==> src/rtl/seg_scan_scheduler_pkg.sv <==
`default_nettype none
// ============================================================================
// Module      : seg_sched_pkg
// Description : Shared types and helpers for the segment scan scheduler.
// Revision    : 1.0 - initial release
// ============================================================================
package seg_sched_pkg;

    typedef enum logic [1:0] {
        S_OFF   = 2'd0,
        S_BLANK = 2'd1,
        S_DRIVE = 2'd2
    } state_t;

    localparam int   c_MAX_DIGITS = 8;
    localparam logic SEG_BLANK    = 1'b0;

    function automatic logic [c_MAX_DIGITS-1:0] onehot(input logic [2:0] idx);
        logic [c_MAX_DIGITS-1:0] v;
        v      = '0;
        v[idx] = 1'b1;
        return v;
    endfunction

endpackage
`default_nettype wire

==> src/rtl/seg_scan_scheduler_if.sv <==
`default_nettype none
// ============================================================================
// Module      : seg_scan_scheduler_if
// Description : Valid/ready digit write port of the segment scan scheduler.
// Revision    : 1.0 - initial release
// ============================================================================
interface seg_scan_scheduler_if #(
    parameter int NUM_DIGITS = 4,
    parameter int DW         = 8
);
    logic                          in_valid;
    logic                          in_ready;
    logic [$clog2(NUM_DIGITS)-1:0] in_addr;
    logic [DW-1:0]                 in_data;

    modport master (output in_valid, output in_addr, output in_data, input  in_ready);
    modport slave  (input  in_valid, input  in_addr, input  in_data, output in_ready);
endinterface
`default_nettype wire

==> src/rtl/seg_scan_scheduler_bank.sv <==
`default_nettype none
// ============================================================================
// Module      : seg_sched_bank
// Description : Shadow/active digit value banks with frame-boundary commit.
// Revision    : 1.0 - initial release
// ============================================================================
module seg_sched_bank #(
    parameter int NUM_DIGITS = 4,
    parameter int DW         = 8
) (
    input  wire logic                          clk,
    input  wire logic                          rst_n,
    input  wire logic                          i_wr_en,
    input  wire logic [$clog2(NUM_DIGITS)-1:0] i_wr_addr,
    input  wire logic [DW-1:0]                 i_wr_data,
    input  wire logic                          i_commit,
    input  wire logic [$clog2(NUM_DIGITS)-1:0] i_rd_idx,
    output logic      [DW-1:0]                 o_rd_data
);

    logic [DW-1:0] r_shadow [NUM_DIGITS];
    logic [DW-1:0] r_active [NUM_DIGITS];
    logic          r_dirty;
    logic          w_wr_hit;

    // Out-of-range addresses complete the handshake but touch nothing.
    assign w_wr_hit = i_wr_en && (int'(i_wr_addr) < NUM_DIGITS);

    always_ff @(posedge clk or negedge rst_n) begin
        if (!rst_n) begin
            for (int i = 0; i < NUM_DIGITS; i++) begin
                r_shadow[i] <= '0;
                r_active[i] <= '0;
            end
            r_dirty <= 1'b0;
        end else begin
            if (i_commit && r_dirty) begin
                for (int i = 0; i < NUM_DIGITS; i++) begin
                    r_active[i] <= r_shadow[i];
                end
                r_dirty <= 1'b0;
            end
            // A write on the commit edge is newer than the commit, so it keeps dirty set.
            if (w_wr_hit) begin
                r_shadow[i_wr_addr] <= i_wr_data;
                r_dirty             <= 1'b1;
            end
        end
    end

    // Bypass so the first digit of a committing frame sees the new value.
    assign o_rd_data = (i_commit && r_dirty) ? r_shadow[i_rd_idx] : r_active[i_rd_idx];

endmodule
`default_nettype wire

==> src/rtl/seg_scan_scheduler.sv <==
`default_nettype none
// ============================================================================
// Module      : seg_scan_scheduler
// Description : Multiplexed digit scanner sharing one segment decoder.
// Revision    : 1.0 - initial release
// ============================================================================
module seg_scan_scheduler
    import seg_sched_pkg::*;
#(
    parameter int NUM_DIGITS   = 4,
    parameter int DW           = 8,
    parameter int DWELL_CYCLES = 1024,
    parameter int BLANK_CYCLES = 16
) (
    input  wire logic                  clk,
    input  wire logic                  rst_n,
    input  wire logic                  enable,
    seg_scan_scheduler_if.slave        wr,
    output logic      [DW-1:0]         dec_in,
    input  wire logic [DW-1:0]         dec_seg,
    output logic      [DW-1:0]         seg_out,
    output logic      [NUM_DIGITS-1:0] digit_en,
    output logic                       frame_tick
);

    localparam int c_IW   = $clog2(NUM_DIGITS);
    localparam int c_CMAX = (DWELL_CYCLES > BLANK_CYCLES) ? DWELL_CYCLES : BLANK_CYCLES;
    localparam int c_CW   = (c_CMAX > 1) ? $clog2(c_CMAX) : 1;

    localparam logic [c_CW-1:0] c_DWELL_LAST = c_CW'(DWELL_CYCLES - 1);
    localparam logic [c_CW-1:0] c_BLANK_LAST = c_CW'(BLANK_CYCLES - 1);
    localparam logic [c_IW-1:0] c_IDX_LAST   = c_IW'(NUM_DIGITS - 1);

    state_t            r_state, w_state_nxt;
    logic [c_IW-1:0]   r_idx, w_idx_nxt;
    logic [c_CW-1:0]   r_cnt;
    logic [DW-1:0]     r_dec_in, r_seg_out;
    logic [NUM_DIGITS-1:0] r_digit_en;
    logic              r_frame_tick;
    logic              w_blank_done, w_dwell_done, w_wrap;
    logic              w_enter_blank, w_commit, w_start_drive;
    logic [DW-1:0]     w_rd_data;

    assign w_blank_done = (r_state == S_BLANK) && (r_cnt == c_BLANK_LAST);
    assign w_dwell_done = (r_state == S_DRIVE) && (r_cnt == c_DWELL_LAST);
    assign w_wrap       = w_dwell_done && (r_idx == c_IDX_LAST);

    // Stall writes for the cycle ahead of a wrap commit to avoid a same-edge race.
    assign wr.in_ready  = !w_wrap;

    always_comb begin
        w_state_nxt = r_state;
        w_idx_nxt   = r_idx;
        if (!enable) begin
            w_state_nxt = S_OFF;
            w_idx_nxt   = '0;
        end else begin
            case (r_state)
                S_OFF: begin
                    w_state_nxt = S_BLANK;
                    w_idx_nxt   = '0;
                end
                S_BLANK: begin
                    if (w_blank_done) w_state_nxt = S_DRIVE;
                end
                S_DRIVE: begin
                    if (w_dwell_done) begin
                        w_state_nxt = S_BLANK;
                        w_idx_nxt   = w_wrap ? '0 : r_idx + 1'b1;
                    end
                end
                default: begin
                    w_state_nxt = S_OFF;
                    w_idx_nxt   = '0;
                end
            endcase
        end
    end

    assign w_enter_blank = (w_state_nxt == S_BLANK) && (r_state != S_BLANK);
    assign w_commit      = w_enter_blank && (w_idx_nxt == '0);
    assign w_start_drive = (r_state == S_BLANK) && (w_state_nxt == S_DRIVE);

    seg_sched_bank #(
        .NUM_DIGITS (NUM_DIGITS),
        .DW         (DW)
    ) u_bank (
        .clk        (clk),
        .rst_n      (rst_n),
        .i_wr_en    (wr.in_valid && wr.in_ready),
        .i_wr_addr  (wr.in_addr),
        .i_wr_data  (wr.in_data),
        .i_commit   (w_commit),
        .i_rd_idx   (w_idx_nxt),
        .o_rd_data  (w_rd_data)
    );

    always_ff @(posedge clk or negedge rst_n) begin
        if (!rst_n) begin
            r_state      <= S_OFF;
            r_idx        <= '0;
            r_cnt        <= '0;
            r_dec_in     <= '0;
            r_seg_out    <= '0;
            r_digit_en   <= '0;
            r_frame_tick <= 1'b0;
        end else begin
            r_state <= w_state_nxt;
            r_idx   <= w_idx_nxt;
            if ((w_state_nxt != r_state) || (w_state_nxt == S_OFF)) begin
                r_cnt <= '0;
            end else begin
                r_cnt <= r_cnt + 1'b1;
            end
            if (w_enter_blank) begin
                r_dec_in <= w_rd_data;
            end
            if (w_start_drive) begin
                r_seg_out  <= dec_seg;
                r_digit_en <= NUM_DIGITS'(onehot(3'(r_idx)));
            end else if (w_state_nxt != S_DRIVE) begin
                r_seg_out  <= {DW{SEG_BLANK}};
                r_digit_en <= '0;
            end
            r_frame_tick <= w_wrap && enable;
        end
    end

    assign dec_in     = r_dec_in;
    assign seg_out    = r_seg_out;
    assign digit_en   = r_digit_en;
    assign frame_tick = r_frame_tick;

endmodule
`default_nettype wire

==> src/flat_wrapper.sv <==
// flat-port wrapper written by rule: the top's interface ports become plain ports
module seg_scan_scheduler_flat import seg_sched_pkg::*;
#(
    parameter int NUM_DIGITS   = 4,
    parameter int DW           = 8,
    parameter int DWELL_CYCLES = 1024,
    parameter int BLANK_CYCLES = 16
)
  (clk, rst_n, enable, dec_in, dec_seg, seg_out, digit_en, frame_tick, wr_in_valid, wr_in_addr, wr_in_data, wr_in_ready);
  seg_scan_scheduler_if #(.NUM_DIGITS(NUM_DIGITS), .DW(DW)) wr_i ();
  input  wire logic clk;
  input  wire logic rst_n;
  input  wire logic enable;
  output logic      [DW-1:0] dec_in;
  input  wire logic [DW-1:0] dec_seg;
  output logic      [DW-1:0] seg_out;
  output logic      [NUM_DIGITS-1:0] digit_en;
  output logic frame_tick;
  input wire logic [$bits(wr_i.in_valid)-1:0] wr_in_valid;
  input wire logic [$bits(wr_i.in_addr)-1:0] wr_in_addr;
  input wire logic [$bits(wr_i.in_data)-1:0] wr_in_data;
  output wire logic [$bits(wr_i.in_ready)-1:0] wr_in_ready;
  assign wr_i.in_valid = wr_in_valid;
  assign wr_i.in_addr = wr_in_addr;
  assign wr_i.in_data = wr_in_data;
  assign wr_in_ready = wr_i.in_ready;
  seg_scan_scheduler #(.NUM_DIGITS(NUM_DIGITS), .DW(DW), .DWELL_CYCLES(DWELL_CYCLES), .BLANK_CYCLES(BLANK_CYCLES)) u_core (.clk(clk), .rst_n(rst_n), .enable(enable), .wr(wr_i), .dec_in(dec_in), .dec_seg(dec_seg), .seg_out(seg_out), .digit_en(digit_en), .frame_tick(frame_tick));
endmodule
==> config.mk <==
export PLATFORM = sky130hd
export DESIGN_NAME = seg_scan_scheduler_flat
export DESIGN_NICKNAME = d
export VERILOG_FILES = /design/src/rtl/seg_scan_scheduler_pkg.sv /design/src/rtl/seg_scan_scheduler_if.sv /design/src/rtl/seg_scan_scheduler_bank.sv /design/src/rtl/seg_scan_scheduler.sv /design/src/flat_wrapper.sv
export SDC_FILE = /design/constraint.sdc
export NUM_CORES = 1
export LEC_CHECK = 0
export CORE_MARGIN = 2
export CORE_UTILIZATION = 50
export DETAILED_ROUTE_END_ITERATION = 12
export PLACE_DENSITY = 0.83
export SYNTH_ARGS = -nofsm -noshare
export SYNTH_HDL_FRONTEND = slang
export SYNTH_SLANG_ARGS = --single-unit
==> constraint.sdc <==
create_clock -name clk -period 3.6 [get_ports clk]
set_input_delay 1.08 -clock clk [delete_from_list [all_inputs] [get_ports clk]]
set_output_delay 1.08 -clock clk [all_outputs]
set_load 0.02 [all_outputs]
==> results.md, run 1 <==
* Max Cap Viol at 0
* DR vias at roughly 3000
* Synth top area cells: dfrtp_1 (54%), mux2_4 (9.7%), mux2_2 (8.3%)
* Relative slew slack at 61.8%
* CP max stage cell: clkdlybuf4s50_1
* Setup CP Type: register to output port
* Worst EP arrival at 2.35 ns
* Mean post-synth cell area at 12.8 um2
* DP Area at 5200 um2
* EDFF count, synth at 0
* Drt via density at 5.67
* Iteration-0 DRC count of the detailed router at roughly 190
* # fillers at between 700 and 800
* Area grow syn2layout at 16.9%
* # port buffers at 43
* Achievable frequency at 291 MHz
* Clk_skew at 0.0154 ns
* Vias in the first global route at 3088
* Startpoint type of the worst setup path: register
* Status: completed
* Final antenna-violating net count at 0
* Row cnt at 35
* CTS clk-pin slew, worst paths at 0.12 ns
* Initial antenna violation count at 0
* Clk_lat worst skew at 0.38 ns
* Syn_nets at 392
* Area of the multi-input gates at 1970 um2
* Clock buffer depth at 2
* Nets at 444
* Clock sinks at 100
* CTS tree: done
* Final number of setup-violating endpoints at 0
* Largest net degree at the start of global routing at 57
* FF+latch area at 2500 um2
* Die ar. at 10000 um2
* DP HPWL at 6380 um
* Ant. Diodes at 0
* Ports at 44
* Final Cycle Share at approximately 95%
* Clock H-tree levels at 3
* Synthesis Warnings at 0
* Clock share of power at 25.4%
* Worst Max-Slew Pin Slew at 0.573 ns
* FF-to-FF Start: u_core.r_state[0]
* Die Y at approximately 100 um
* Share of layout cells above drive strength 1 at 25.4%
* Hold_buf cts at 0
* Logic pwr share at 20.9%
* Fraction of registers with async set/reset at 100%
* Required @ worst endpoint at around 2.5 ns
* Setup_tns at 0 ns
* Detailed Route WL at between 9000 and 10000 um
* Initial Util at between 50% and 60%
* Seq pwr share at 53.7%
* Leak at 2.33 nW
* Worst hold path class: register to register
* R2R setup slack at 0.79 ns
* Min Tclk post-route at 3.43 ns
* Synth Register Bits at 100
* Post-synth cell types at 48
* Max VDD drop at 0.000334 V
* DRC at 0
* Wire length per cell at around 18 um
* Worst Reg-to-Reg Cells at 9
* Sw Pwr at 0.000824 W
* GR Overflow Total at 0
* Hold path start: u_core.r_cnt[0]
* Reg2reg end: u_core.u_bank.r_active[25]
* RSZ-0062 raised after global routing: false
* Sequential element share of the synthesized area at approximately 54%
* Slowest cell delay on critical path at 0.65 ns
* Drt pass-1 iters at 4
* CP cell instances: ha_1, and3_2, and3_4, nand3_1, clkdlybuf4s50_1
* Commonest non-fill, non-tap cell in the layout: dfrtp_1
* Final Max Tran Viols at 0
* Hold endpoint: u_core.r_cnt[0]
* Ys flop type: dfrtp_1
* Core area at 9110 um2
* Die X at 100 um
* GRT Util Overall at around a fifth
* Post-CTS Setup Inserts at 0
* Area share of the largest cell type after synthesis at 54.1%
* P_int at 0.00202 W
* Net Sw Frac at 29.0%
* Hold Vio Cnt, Final at 0
* Worst-path fanout max at 11
* Placer congestion estimate at 0.986
* Worst Hold Depth at 1
* TritonCTS buffer count at 9
* Final Cell Area at between 5000 and 6000 um2
* Area leader, netlist: dfrtp_1
* Global-route wire length before repair at 15500 um
* Gate Count Post-Synth at between 300 and 400
* Commonest non-fill, non-tap cells in the layout: dfrtp_1 (100), clkdlybuf4s50_1 (42), nor2_1 (34), mux2_2 (34), nand2_1 (31)
* Root buf cell: clkbuf_8
* Worst setup EP type: output port
* P per Cell Area at 526 nW/um2
* Area of the mapped netlist at 4620 um2
## synthesized netlist by cell type (2+ instances only)
| library cell | count |
|---|---|
| ha_1 | 9 |
| a41oi_1 | 2 |
| nand3b_1 | 8 |
| clkbuf_1 | 6 |
| a22oi_1 | 2 |
| inv_1 | 8 |
| buf_2 | 3 |
| nand3_1 | 6 |
| buf_8 | 3 |
| nand4_1 | 2 |
| nor4b_1 | 2 |
| nor3_1 | 2 |
| o21ai_0 | 2 |
| dfrtp_1 | 100 |
| a32o_1 | 8 |
| buf_6 | 3 |
| nor2_1 | 34 |
| a21oi_1 | 11 |
| mux2i_1 | 12 |
| a31oi_1 | 10 |
| xor2_1 | 5 |
| mux2_4 | 30 |
| mux2_2 | 34 |
| nor3b_2 | 2 |
| o21a_1 | 2 |
| nand2_1 | 31 |
| xnor2_1 | 3 |
## cells by family after synthesis
family / Yosys count / share of synthesized area, %
XOR/XNOR: 8 / 1.52
multiplexers: 76 / 20.6
flip-flops: 100 / 54.1
AND/OR/NAND/NOR: 98 / 10.6
buffers and inverters: 25 / 3.33
AO/OA/AOI/OAI: 45 / 7.31
adder cells (fa/ha/maj): 9 / 2.44
## sequential cells by signal, summed over array words and instances (netlist names)
signal,cells
u_core.dec_in,8
u_core.u_bank.r_shadow,32
u_core.r_cnt,10
u_core.r_state,2
u_core.u_bank.r_active,32
u_core.r_idx,2
u_core.u_bank.r_dirty,1
u_core.frame_tick,1
u_core.digit_en,4
u_core.seg_out,8
## routing by layer
| layer | routed length (um) | global-route usage, % | up-vias |
|---|---|---|---|
| met5 | 0 | 0 | - |
| met4 | 132 | 6.64 | 0 |
| met3 | 511 | 5.50 | 12 |
| met2 | 4620 | 32.8 | 95 |
| met1 | 4180 | 26.3 | 1505 |
| li1 | - | - | 1386 |
## metrics by stage
stage	std cells	setup WS (ns)	total power [W]	utilization (%)	hold slack, ns
2_1_floorplan	361	0.937	0.00192	-	0.433
3_3_place_gp	513	0.506	0.00210	57.1	0.444
3_5_place_dp	513	0.443	0.00214	57.1	0.450
4_1_cts	529	0.0299	0.00286	59.3	0.467
5_1_grt	529	0.00412	0.00298	59.3	0.508
6_report	529	0.167	0.00284	59.3	0.463
## how the worst max path moves through the flow
| stage | startpoint | to | depth (start not counted) |
|---|---|---|---|
| 6_report | u_core.r_cnt[0] | wr_in_ready | 5 |
| 3_3_place_gp | u_core.r_cnt[0] | wr_in_ready | 5 |
| 4_1_cts | u_core.r_cnt[0] | wr_in_ready | 5 |
| 3_5_place_dp | enable | u_core.u_bank.r_active[25] | 7 |
| 5_1_grt | u_core.r_cnt[0] | wr_in_ready | 5 |
| 2_1_floorplan | enable | u_core.u_bank.r_active[0] | 9 |
## power groups by stage
stage	Sequential (W)	Clock [W]	Combinational, W
final	0.00153	0.000722	0.000594
after global routing	0.00155	0.000788	0.000646
after CTS	0.00152	0.000735	0.000601
after detailed placement	0.00154	0	0.000599
after global placement	0.00153	0	0.000572
after floorplan	0.00152	0	0.000406
## final cells by class
| type | count | area share [%] |
|---|---|---|
| sequential | 100 | 46.3 |
| inverter | 9 | 0.625 |
| clock inverter | 7 | 1.48 |
| clock buffer | 9 | 2.29 |
| timing repair buffer | 57 | 10.3 |
| multi-input combinational | 236 | 36.4 |
| tap | 111 | 2.57 |
## critical path: cells and delay by family, from the launching register on
family                   cells  cell delay (ns)
flip-flops                   1             0.41
AND/OR/NAND/NOR              3             0.67
buffers and inverters        1             0.65
adder cells (fa/ha/maj)      1             0.23
## repair_timing
action                     in CTS  in global routing
hold endpoints to repair        0                  0
gates resized for setup         0                  1
setup endpoints to repair       0                  1
Note: power is estimated with default switching activity, not from simulation.
==> run 2, diff against run 1 <==
- CORE_ASPECT_RATIO: default -> 1.25
- SETUP_SLACK_MARGIN: default -> 0.1
==> results.md, run 2 (same netlist as run 1, synthesis figures left out) <==
* Final Max Tran Viols at 0 (unchanged)
* Die Y at 111 um (was 100 um)
* GRT Util Overall at 20.1% (about the same)
* Wire length per cell at 17.5 um (was 17.9 um)
* Ant. Diodes at 0 (unchanged)
* P per Cell Area at 572 nW/um2 (was 526 nW/um2)
* Status: completed (unchanged)
* Clk_skew at 0.00739 ns (was 0.0154 ns)
* Initial antenna violation count at 0 (unchanged)
* Worst setup EP type: output port (unchanged)
* Power Total at 0.00317 W (was 0.00284 W)
* Largest regs: u_core.u_bank.r_active x32, u_core.u_bank.r_shadow x32, u_core.r_cnt x10 (unchanged)
* P_int at 0.00237 W (was 0.00202 W)
* Sw Pwr at 0.000799 W (was 0.000824 W)
* DRC at 0 (unchanged)
* Worst Hold Depth at 1 (unchanged)
* CP cell instances: ha_1, and3_2, and3_4, nand3_1, dlymetal6s2s_1 (was ha_1, and3_2, and3_4, nand3_1, clkdlybuf4s50_1)
* Detailed Route WL at 9480 um (was 9450 um)
* # fillers at 678 (was 703)
* Core area at 9080 um2 (was 9110 um2)
* Commonest non-fill, non-tap cells in the layout: dfrtp_1 (100), clkdlybuf4s50_1 (41), nor2_1 (34), mux2_2 (34), nand2_1 (31) (was dfrtp_1 (100), clkdlybuf4s50_1 (42), nor2_1 (34), mux2_2 (34), nand2_1 (31))
* Die X at 90.0 um (was 100 um)
* Clock buffer depth at 2 (unchanged)
* Area grow syn2layout at 19.9% (was 16.9%)
* Hold_buf cts at 0 (unchanged)
* Net Sw Frac at 25.2% (was 29.0%)
* Initial Util at 50.9% (was 50.7%)
* Leak at 2.38 nW (was 2.33 nW)
* R2R setup slack at 0.80 ns (was 0.79 ns)
* Final antenna-violating net count at 0 (unchanged)
* Hold endpoint: u_core.r_cnt[0] (unchanged)
* Crit path max-delay family: simple AND/OR/NAND/NOR gates (unchanged)
* Clock sinks at 100 (unchanged)
* Hold Vio Cnt, Final at 0 (unchanged)
* Clk_lat worst skew at 0.34 ns (was 0.38 ns)
* Max Cap Viol at 0 (unchanged)
* Reg2reg end: u_core.u_bank.r_active[23] (was u_core.u_bank.r_active[25])
* Worst EP arrival at 2.01 ns (was 2.35 ns)
* Logic pwr share at 18.9% (was 20.9%)
* Drt via density at 5.56 (was 5.67)
* Global-route wire length before repair at 16100 um (was 15500 um)
* CTS clk-pin slew, worst paths at 0.07 ns (was 0.12 ns)
* TritonCTS buffer count at 9 (unchanged)
* GR Overflow Total at 0 (unchanged)
* Root buf cell: clkbuf_16 (was clkbuf_8)
* Worst-path fanout max at 11 (unchanged)
* Die ar. at 10000 um2 (about the same)
* Max VDD drop at 0.000244 V (was 0.000334 V)
* Clock H-tree levels at 3 (unchanged)
* Hold path start: u_core.r_cnt[0] (unchanged)
* # port buffers at 43 (unchanged)
* DR vias at 3012 (was 2998)
* Required @ worst endpoint at 2.52 ns (about the same)
* Vias in the first global route at 3213 (was 3088)
* Setup CP Type: register to output port (unchanged)
* Achievable frequency at 324 MHz (was 291 MHz)
* Seq pwr share at 48.3% (was 53.7%)
* FF-to-FF Start: u_core.r_state[0] (unchanged)
* DP HPWL at 6320 um (was 6380 um)
* Worst Max-Slew Pin Slew at 0.654 ns (was 0.573 ns)
* Ports at 44 (unchanged)
* Final number of setup-violating endpoints at 0 (unchanged)
* Largest net degree at the start of global routing at 53 (was 57)
* Min Tclk post-route at 3.09 ns (was 3.43 ns)
* Drt pass-1 iters at 4 (unchanged)
* Worst Reg-to-Reg Cells at 9 (unchanged)
* Slowest cell delay on critical path at 0.38 ns (was 0.65 ns)
* Placer congestion estimate at 0.908 (was 0.986)
* Share of layout cells above drive strength 1 at 25.8% (was 25.4%)
* Startpoint type of the worst setup path: register (unchanged)
* CP bufs+invs at 1 (unchanged)
* Nets at 445 (was 444)
* Relative slew slack at 56.4% (was 61.8%)
* Final Cycle Share at 85.8% (was 95.4%)
* Worst hold path class: register to register (unchanged)
* Iteration-0 DRC count of the detailed router at 178 (was 187)
* CTS tree: done (unchanged)
* Setup_tns at 0 ns (unchanged)
* Clock share of power at 32.9% (was 25.4%)
* Row cnt at 39 (was 35)
* CP max stage cell: dfrtp_1 (was clkdlybuf4s50_1)
* RSZ-0062 raised after global routing: false (unchanged)
* Commonest non-fill, non-tap cell in the layout: dfrtp_1 (unchanged)
[run 2: cell types whose count changed in the layout (fill, tap and decap cells not counted), sizes merged]
cell           delta
inv               -4
buf               +1
clkdlybuf4s50     -1
bufinv            +2
clkinv            -1
clkbuf            +1
clkinvlp          +2
dlymetal6s2s      +1
[run 2: what timing repair did]
action	4_1_cts	5_1_grt
setup endpoints to repair	1	1
resized for setup	1	2
setup buffers	0	0
[run 2: metal layers]
layer | global-route usage, % | up-vias | part of all wire, %
met5 | 0 | - | 0
met2 | 34.9 | 91 | 53
li1 | - | 1383 | -
met1 | 24.2 | 1513 | 40
met4 | 9.74 | 0 | 2.5
met3 | 3.79 | 25 | 4.4
[run 2: area by class of cell]
cell class	count	area, um2	share of cell area (%)
Timing Repair Buffer	58	556	10.0
Clock buffer	10	239	4.31
Inverter	9	33.8	0.610
Clock inverter	6	87.6	1.58
Multi-Input combinational cell	236	1970	35.5
Tap cell	123	154	2.78
Sequential cell	100	2500	45.2
[run 2: worst max path at each step]
stage / to / cells after the start / start
final: wr_in_ready / 5 / u_core.r_cnt[0]
after global routing: wr_in_ready / 5 / u_core.r_cnt[0]
after CTS: wr_in_ready / 5 / u_core.r_cnt[0]
after detailed placement: wr_in_ready / 5 / u_core.r_cnt[0]
after global placement: wr_in_ready / 5 / u_core.r_cnt[0]
after floorplan: u_core.u_bank.r_active[0] / 9 / enable
[run 2: power groups by stage]
stage / clock, W / combinational (W) / sequential (W)
2_1_floorplan: 0 / 0.000406 / 0.00152
3_3_place_gp: 0 / 0.000572 / 0.00153
3_5_place_dp: 0 / 0.000599 / 0.00154
4_1_cts: 0.00105 / 0.000604 / 0.00153
5_1_grt: 0.00110 / 0.000647 / 0.00156
6_report: 0.00104 / 0.000598 / 0.00153
[run 2: per-stage QoR]
stage	instance area (um2)	utilization, %	hold slack (ns)	instances	setup WS (ns)
after floorplan	4620	-	0.433	361	0.937
after global placement	5210	57.4	0.443	526	0.514
after detailed placement	5210	57.4	0.462	526	0.464
after CTS	5540	61.0	0.479	542	0.191
after global routing	5540	61.1	0.505	542	0.408
final	5540	61.1	0.479	542	0.513
